$ cat src/rtl/mips_pkg.sv
// mips_pkg
// Shared definitions for the MIPS front end. The instruction fetch unit and
// the control decoder both import this package.
//   - opcode constants (instr[31:26]) for the supported instruction classes
//   - fetch FSM state type
//   - default reset PC
package mips_pkg;

    localparam logic [5:0] OP_R   = 6'h00;
    localparam logic [5:0] OP_J   = 6'h02;
    localparam logic [5:0] OP_BEQ = 6'h04;
    localparam logic [5:0] OP_LW  = 6'h23;
    localparam logic [5:0] OP_SW  = 6'h2B;

    localparam logic [31:0] DEFAULT_RESET_PC = 32'h0000_0000;

    typedef enum logic [1:0] {
        ST_IDLE  = 2'd0,
        ST_FETCH = 2'd1,
        ST_ISSUE = 2'd2
    } fetch_state_t;

endpackage

$ cat src/rtl/npc_calc.sv
// npc_calc
// Combinational next-PC selection for the instruction currently held by the
// fetch unit.
// Ports:
//   pc_plus4 [31:0] in  : address of the held instruction + 4
//   instr    [25:0] in  : low 26 bits of the held instruction (jump index and
//                         branch immediate both live here)
//   jump, branch, zero  : resolution from decoder / ALU
//   next_pc  [31:0] out : address of the following instruction
module npc_calc (
    input  logic [31:0] pc_plus4,
    input  logic [25:0] instr,
    input  logic        jump,
    input  logic        branch,
    input  logic        zero,
    output logic [31:0] next_pc
);

    logic [31:0] jump_target;
    logic [31:0] branch_target;

    // Jump keeps the 256 MB region of pc_plus4; branch offset is a signed
    // word displacement. Both wrap naturally in 32-bit arithmetic.
    assign jump_target   = {pc_plus4[31:28], instr, 2'b00};
    assign branch_target = pc_plus4 + {{14{instr[15]}}, instr[15:0], 2'b00};

    // Jump wins over a taken branch when the decoder asserts both.
    always_comb begin
        next_pc = pc_plus4;
        if (jump) begin
            next_pc = jump_target;
        end else if (branch && zero) begin
            next_pc = branch_target;
        end
    end

endmodule

$ cat src/rtl/ifetch.sv
// ifetch
// Instruction fetch unit: requests one word from instruction memory, holds it
// for the downstream stage until retired, then advances the PC (sequential,
// taken branch or jump) and counts the retirement. One instruction in flight.
// Ports:
//   clk, rst_n            : clock, asynchronous active-low reset
//   imem_req/imem_addr    : fetch request and address (= pc)
//   imem_ack/imem_rdata   : read completion and instruction word
//   instr/op/pc/pc_plus4  : registered instruction, opcode, its address, +4
//   instr_valid           : the above describe a live instruction
//   instr_ready           : downstream retires the presented instruction
//   jump/branch/zero      : next-PC resolution, sampled on the retire cycle
//   instr_count           : number of retired instructions (wraps)
module ifetch
    import mips_pkg::*;
#(
    parameter logic [31:0] RESET_PC = DEFAULT_RESET_PC
) (
    input  logic        clk,
    input  logic        rst_n,
    output logic        imem_req,
    output logic [31:0] imem_addr,
    input  logic        imem_ack,
    input  logic [31:0] imem_rdata,
    output logic [31:0] instr,
    output logic [5:0]  op,
    output logic [31:0] pc,
    output logic [31:0] pc_plus4,
    output logic        instr_valid,
    input  logic        instr_ready,
    input  logic        jump,
    input  logic        branch,
    input  logic        zero,
    output logic [31:0] instr_count
);

    // Low address bits of the reset vector are forced to word alignment.
    localparam logic [31:0] PC_INIT    = {RESET_PC[31:2], 2'b00};
    localparam logic [31:0] PC_INIT_P4 = PC_INIT + 32'd4;

    fetch_state_t state;
    logic [31:0]  next_pc;

    npc_calc u_npc_calc (
        .pc_plus4 (pc_plus4),
        .instr    (instr[25:0]),
        .jump     (jump),
        .branch   (branch),
        .zero     (zero),
        .next_pc  (next_pc)
    );

    assign imem_addr = pc;
    assign op        = instr[31:26];

    // imem_req and instr_valid are registered alongside the state so they
    // are glitch-free and match the state exactly. pc_plus4 is kept as its
    // own register so next-PC logic starts from a flop, not an adder chain.
    always_ff @(posedge clk or negedge rst_n) begin
        if (!rst_n) begin
            state       <= ST_IDLE;
            pc          <= PC_INIT;
            pc_plus4    <= PC_INIT_P4;
            instr       <= 32'h0000_0000;
            instr_valid <= 1'b0;
            imem_req    <= 1'b0;
            instr_count <= 32'h0000_0000;
        end else begin
            case (state)
                ST_IDLE: begin
                    imem_req <= 1'b1;
                    state    <= ST_FETCH;
                end
                ST_FETCH: begin
                    if (imem_ack && imem_req) begin
                        instr       <= imem_rdata;
                        instr_valid <= 1'b1;
                        imem_req    <= 1'b0;
                        state       <= ST_ISSUE;
                    end
                end
                ST_ISSUE: begin
                    if (instr_ready) begin
                        pc          <= next_pc;
                        pc_plus4    <= next_pc + 32'd4;
                        instr_count <= instr_count + 32'd1;
                        instr_valid <= 1'b0;
                        imem_req    <= 1'b1;
                        state       <= ST_FETCH;
                    end
                end
                default: begin
                    instr_valid <= 1'b0;
                    imem_req    <= 1'b0;
                    state       <= ST_IDLE;
                end
            endcase
        end
    end

endmodule

$ cat config.mk
export PLATFORM = sky130hd
export DESIGN_NAME = ifetch
export DESIGN_NICKNAME = d
export VERILOG_FILES = /design/src/rtl/mips_pkg.sv /design/src/rtl/npc_calc.sv /design/src/rtl/ifetch.sv
export SDC_FILE = /design/constraint.sdc
export NUM_CORES = 1
export LEC_CHECK = 0
export ABC_AREA = 1
export BUFFER_PORTS_ARGS = -buffer_cell sky130_fd_sc_hd__clkbuf_2
export CAP_MARGIN = 25
export CORE_MARGIN = 8
export CORE_UTILIZATION = 60
export DETAILED_ROUTE_END_ITERATION = 16
export HOLD_SLACK_MARGIN = 0.1
export PLACE_DENSITY = 0.87
export SLEW_MARGIN = 0
export SYNTH_ARGS = -nofsm -noshare
export SYNTH_HDL_FRONTEND = slang
export SYNTH_SLANG_ARGS = --single-unit
export TNS_END_PERCENT = 30
$ cat constraint.sdc
create_clock -name clk -period 5.76 [get_ports clk]
set_input_delay 0.288 -clock clk [delete_from_list [all_inputs] [get_ports clk]]
set_output_delay 0.288 -clock clk [all_outputs]
set_load 0.02 [all_outputs]
* After elaboration in Yosys (flattened, before gate mapping)
Index checks and enable logic that the tools add are counted. Widths: inputs -> output; s select.
Cells by class: add/subtract/negate cells 3, $mul 0, divide/modulo/power cells 0, order comparisons 0, eq/ne operators 4, shifts and indexed selects 0, muxes and demuxes 11, bitwise logic cells 1, reduce and logical (&&, ||, !) cells 7
Operators by type and width (count):
- $mux 32 | 2
- $add 32x1->32 const B | 1
- $add 32x3->32 const B | 1
- $add 32x32->32 | 1
- $pmux 1 s3 | 2
- $pmux 2 s3 | 1
- $reduce_and 2->1 | 3
- $mux 1 | 4
- $mux 2 | 2
- $ne 2x2->1 const B | 2
- $reduce_and 3->1 | 1
- $eq 2x1->1 const B | 1
- $eq 2x2->1 const B | 1
- $logic_and 1x1->1 | 2
- $logic_not 2->1 | 1
- $not 1->1 | 1
Word-level totals: flip-flop bits (word level) 132, bits in latches 0, RAM bits 0, bits in read-only memories 0, bits of input ports 39, memories kept 0

* Logic depth before layout (Yosys ltp)
depth after elaboration 4, depth in mapped cells 22, mapped depth without buffers 22

* Hierarchy
A second synthesis with hierarchy kept.
Unflattened totals: cell total of the unflattened synthesis 1323, area total of the unflattened synthesis 9271.4 µm²
By module, submodules not included:
- ifetch | instances 1, cells each 768, area an instance 6532.5 µm²
- npc_calc | instances 1, cells each 555, area an instance 2738.9 µm²

* Least setup slack after synthesis
OpenSTA, ideal clock, no wires.
path kind register to register, from register instr[0], to register pc_plus4[24], data arrival time 2.694 ns, required time 5.639 ns, setup slack 2.944 ns, stages on the path, launching flop included 17, clock period less this slack 2.816 ns, cells stage by stage dfrtp_1 ha_1 fa_1 o21ai_0 a21oi_1 ha_1 nand2_1 nor2_1 nand2_1 nor2_1 nand2_1 nor2_1 nand4_1 nor2_1 nand3_1 nand2_1 o21ai_1
Between the ends: cells in the longest elaborated chain, start to end 4
RTL lines:
- start: declaration | line ifetch.sv:25 | output logic [31:0] instr,
- start signal: assignment | line ifetch.sv:76 | instr <= imem_rdata;
- $add 32x32->32 | line npc_calc.sv:25 | assign branch_target = pc_plus4 + {{14{instr[15]}}, instr[15:0], 2'b00};
- $mux 32 | line npc_calc.sv:32 | end else if (branch && zero) begin
- $mux 32 | line npc_calc.sv:30 | if (jump) begin
- net next_pc[3] | line ifetch.sv:42 | logic [31:0] next_pc;
- $add 32x3->32 | line ifetch.sv:85 | pc_plus4 <= next_pc + 32'd4;
- end signal: assignment | line ifetch.sv:85
- end: declaration | line ifetch.sv:28 | output logic [31:0] pc_plus4,
The timed path passes the listed nets, and every way through them passes these cells. A chain may end at the register's enable or synchronous reset.

* Worst setup path in the final report
from register instr[0], to register pc_plus4[26]
Between the ends: cells in the longest elaborated chain, start to end 4
RTL lines (line):
- $add 32x32->32 | npc_calc.sv:25
- $mux 32 | npc_calc.sv:32
- $mux 32 * | npc_calc.sv:30
- $add 32x3->32 * | ifetch.sv:85
Mark *: on every way between the ends. The rest lies on a longest branch, timed or not.

==> flow_summary.json <==
{
  "cp_max_fo": 5,
  "hold_ws_ps": 105,
  "drive_gt1_frac": 0.214,
  "syn_to_final_growth_pct": 19.7,
  "place_inst": 1613,
  "synth_largest_area_cell": "dfrtp_1",
  "routed_wl_mm": 28.4,
  "fillers": 1149,
  "grtUsageTotal": 0.293,
  "power_frac_seq": 0.241,
  "clock-sinks": 127,
  "ys_types": 41,
  "rsz0062_at_grt": "false",
  "antenna_cells": 0,
  "pwr_density_cell_mw_per_mm2": 634,
  "vias_per_cell": 5.58,
  "multi_input_area_sq_mm": 0.00477,
  "grt_pass1_wl_mm": 45.9,
  "design_area_sq_mm": 0.0108,
  "crit_slowest_cell": "fa_1",
  "drtIter0Drc": 997,
  "drv_cap": 0,
  "cts_hold_buf": 25,
  "grt_pass1_vias": 9082,
  "ant_nets": 0,
  "post-dp-hpwl_mm": 21.0,
  "switchingPower_w": 0.00359,
  "skew_ps": 11.2,
  "cts.repair.resized": 0,
  "fin_crit_sh": 0.582,
  "synth_edf_count": 0,
  "syn_area_sq_mm": 0.00901,
  "cts_buffers": 17,
  "netlist_instances": 1285,
  "cp-start-kind": "register",
  "cp_data_required_time_ps": 6080,
  "synth-main-ff-cell": "dfrtp_1",
  "clock.fmax_ghz": 0.298,
  "power.share.clock": 0.163,
  "async_reset_ff_frac": 1.00,
  "crit_chain": "ha_1 -> fa_1 -> nand2_1 -> nand3_1 -> nand3_1 -> nand2_1 -> nand2_1 -> nand2_1 -> nand2_1 -> nand3_1 -> a21oi_2 -> nand2_1 -> nor2_4 -> nand2_2 -> nor2_2 -> nand3_1 -> nand2_1 -> nand2_1",
  "wl_per_cell_um": 17.0,
  "nets": 1542,
  "antenna_found_initial": 0,
  "syn_area_per_cell_sq_um": 7.02,
  "synthTopCellsByArea": "dfrtp_1 (35%), nand2_1 (17%), inv_1 (7.2%), nand3_1 (5.6%), ha_1 (4.3%)",
  "ir_drop_mv": 0.387,
  "slowest_delay_ps": 480,
  "period_needed_ps": 3350,
  "regArea_sq_mm": 0.00318,
  "vias": 9331,
  "criticalPathCategory": "reg2reg",
  "finalHoldViolCount": 0,
  "coreArea_sq_mm": 0.0149,
  "cts_tree": "built",
  "p_leak_nw": 6.11,
  "swShare": 0.525,
  "io_buffers": 200,
  "initial_core_util": 0.604,
  "grt_max_degree": 80,
  "clock_path_buffers": 2,
  "critPathMostFrequentCell": "nand2_1",
  "yosysWarnings": 0,
  "cp-end-kind": "register",
  "gp_congestion": 0.989,
  "slew_viol_final": 0,
  "die-area_sq_mm": 0.0192,
  "ios": 207,
  "die_w_um": 139,
  "clk_latency_ps": 430,
  "tightest_slew_ps": 933,
  "p_total_w": 0.00684,
  "yosysSeqAreaShare": 0.353,
  "path_clk_slew_ps": 60,
  "synth_top_area_share": 0.350,
  "root_buffer": "clkbuf_16",
  "hold_path_class": "in2reg",
  "worstRegToRegCells": 18,
  "gr-total-overflow": 0,
  "cts_htree_levels": 4,
  "cts_setup_buffers": 0,
  "slew_headroom": 0.377,
  "ys_seq_elements": 127,
  "intPower_w": 0.00325,
  "combPwrFrac": 0.596,
  "min_path_cells": 2,
  "fp.dieH_um": 139,
  "stdcell_count": 1672,
  "cp.arrival_ps": 3670,
  "finalSetupTns_ps": 0,
  "placed_cell_area_sq_mm": 0.00988,
  "drc": 0,
  "setup_violations": 0,
  "status": "complete, no violations",
  "rows": 45,
  "firstDrtPassIters": 6
}
-- registers in the layout, indices dropped and copies added, names as in the netlist --
signal,cells
imem_addr,30
instr,32
instr_count,32
instr_valid,1
pc_plus4,30
state,2
-- placed cells by master (no fill, tap or decap), types with 3 or more instances in the layout --
master         instances
a21oi_1               52
a21oi_2                5
and2_1                 3
and3_1                 4
buf_4                  3
bufinv_16              3
clkbuf_16             17
clkbuf_2             199
clkinv_2               3
clkinvlp_4             3
conb_1                 6
dfrtp_1              126
dlygate4sd3_1         25
ha_1                  31
inv_1                173
inv_2                  5
mux2_2                31
nand2_1              414
nand2_2                6
nand3_1              100
nand3_2                6
nand3b_1               9
nand4_1               22
nand4_2                3
nor2_1                98
nor2_2                13
nor2_4                 3
nor3_1                 5
nor3_4                 3
o21a_1                 3
o21ai_0               42
o21ai_1                7
or2_2                  5
xnor2_1               13
xor2_1                21
-- power groups by stage --
stage               Combinational (W)  Sequential [W]  Clock [W]
CTS                           0.00401         0.00163    0.00112
global route                  0.00451         0.00168    0.00116
detailed placement            0.00394         0.00164          0
global placement              0.00387         0.00163          0
finish                        0.00408         0.00165    0.00111
floorplan                     0.00259         0.00191          0
-- kinds of logic after synthesis --
logic type                 count (synthesis)  synth area share
DFF                                      127             0.353
other                                      1          0.000416
muxes                                     31            0.0387
xor gates and xnor gates                  34            0.0330
adders and majority gates                 32            0.0452
AOI/OAI and AO/OA                        116            0.0694
and+or+nand+nor                          697             0.339
buffers and inverters                    247             0.121
-- cells in the mapped netlist (3+ instances only) --
cell / instances
o21ai_0: 42
nor2_1: 98
dfrtp_1: 126
xnor2_1: 13
ha_1: 31
buf_2: 6
nand3b_1: 9
o21a_1: 3
nor3_1: 5
inv_1: 173
nand4_2: 3
buf_1: 4
nor2_4: 3
nand3_2: 6
buf_4: 42
or2_2: 5
and3_1: 4
inv_2: 5
a21oi_1: 52
nand2_2: 6
nand2_1: 414
mux2_2: 31
nor2_2: 13
xor2_1: 21
a21oi_2: 5
clkbuf_1: 15
nor3_4: 3
o21ai_1: 7
nand3_1: 101
and2_1: 3
nand4_1: 22
-- path summary, 6_finish.rpt --
kind | endpoint | slack [ps] | startpoint
min | instr[24]$_DFFE_PN0P_ | 100 | imem_rdata[24]
max | pc_plus4[26]$_DFFE_PN0P_ | 2410 | instr[0]$_DFFE_PN0P_
max reg2reg | pc_plus4[26]$_DFFE_PN0P_ | 2410 | instr[0]$_DFFE_PN0P_
min reg2reg | instr_valid$_DFFE_PN0P_ | 490 | instr_valid$_DFFE_PN0P_
max in group asynchronous | imem_addr[23]$_DFFE_PN0P_ | 3920 | rst_n
min in group asynchronous | imem_addr[6]$_DFFE_PN0P_ | 460 | rst_n
-- critical path, delay by kind of cell, from the launching register on --
kind / cells / cell delay, ps
compound gates: 1 / 310
simple gates: 15 / 1800
flops: 1 / 410
fa+ha+maj: 2 / 740
-- stage by stage --
stage,setup slack [ps],utilization
after global routing,2180,0.723
after global placement,2200,0.662
after detailed placement,2210,0.662
after floorplan,2940,-
after CTS,2430,0.720
final,2410,0.723
-- routing by layer --
layer / track usage / wire length (um) / up-vias
met3: 0.0702 / 2510 / 89
li1: - / - / 4400
met1: 0.367 / 11600 / 4345
met5: 0 / 0 / -
met4: 0.114 / 924 / 0
met2: 0.479 / 13400 / 497
-- cell type report --
| cell class | instances | area share |
|---|---|---|
| clock buffers | 19 | 0.0411 |
| clock inverters | 13 | 0.0151 |
| inverters | 180 | 0.0626 |
| multi-input cells | 916 | 0.443 |
| flip-flops and latches | 127 | 0.295 |
| well taps | 188 | 0.0218 |
| repair buffers | 229 | 0.122 |
(Power assumes the default switching activity.)
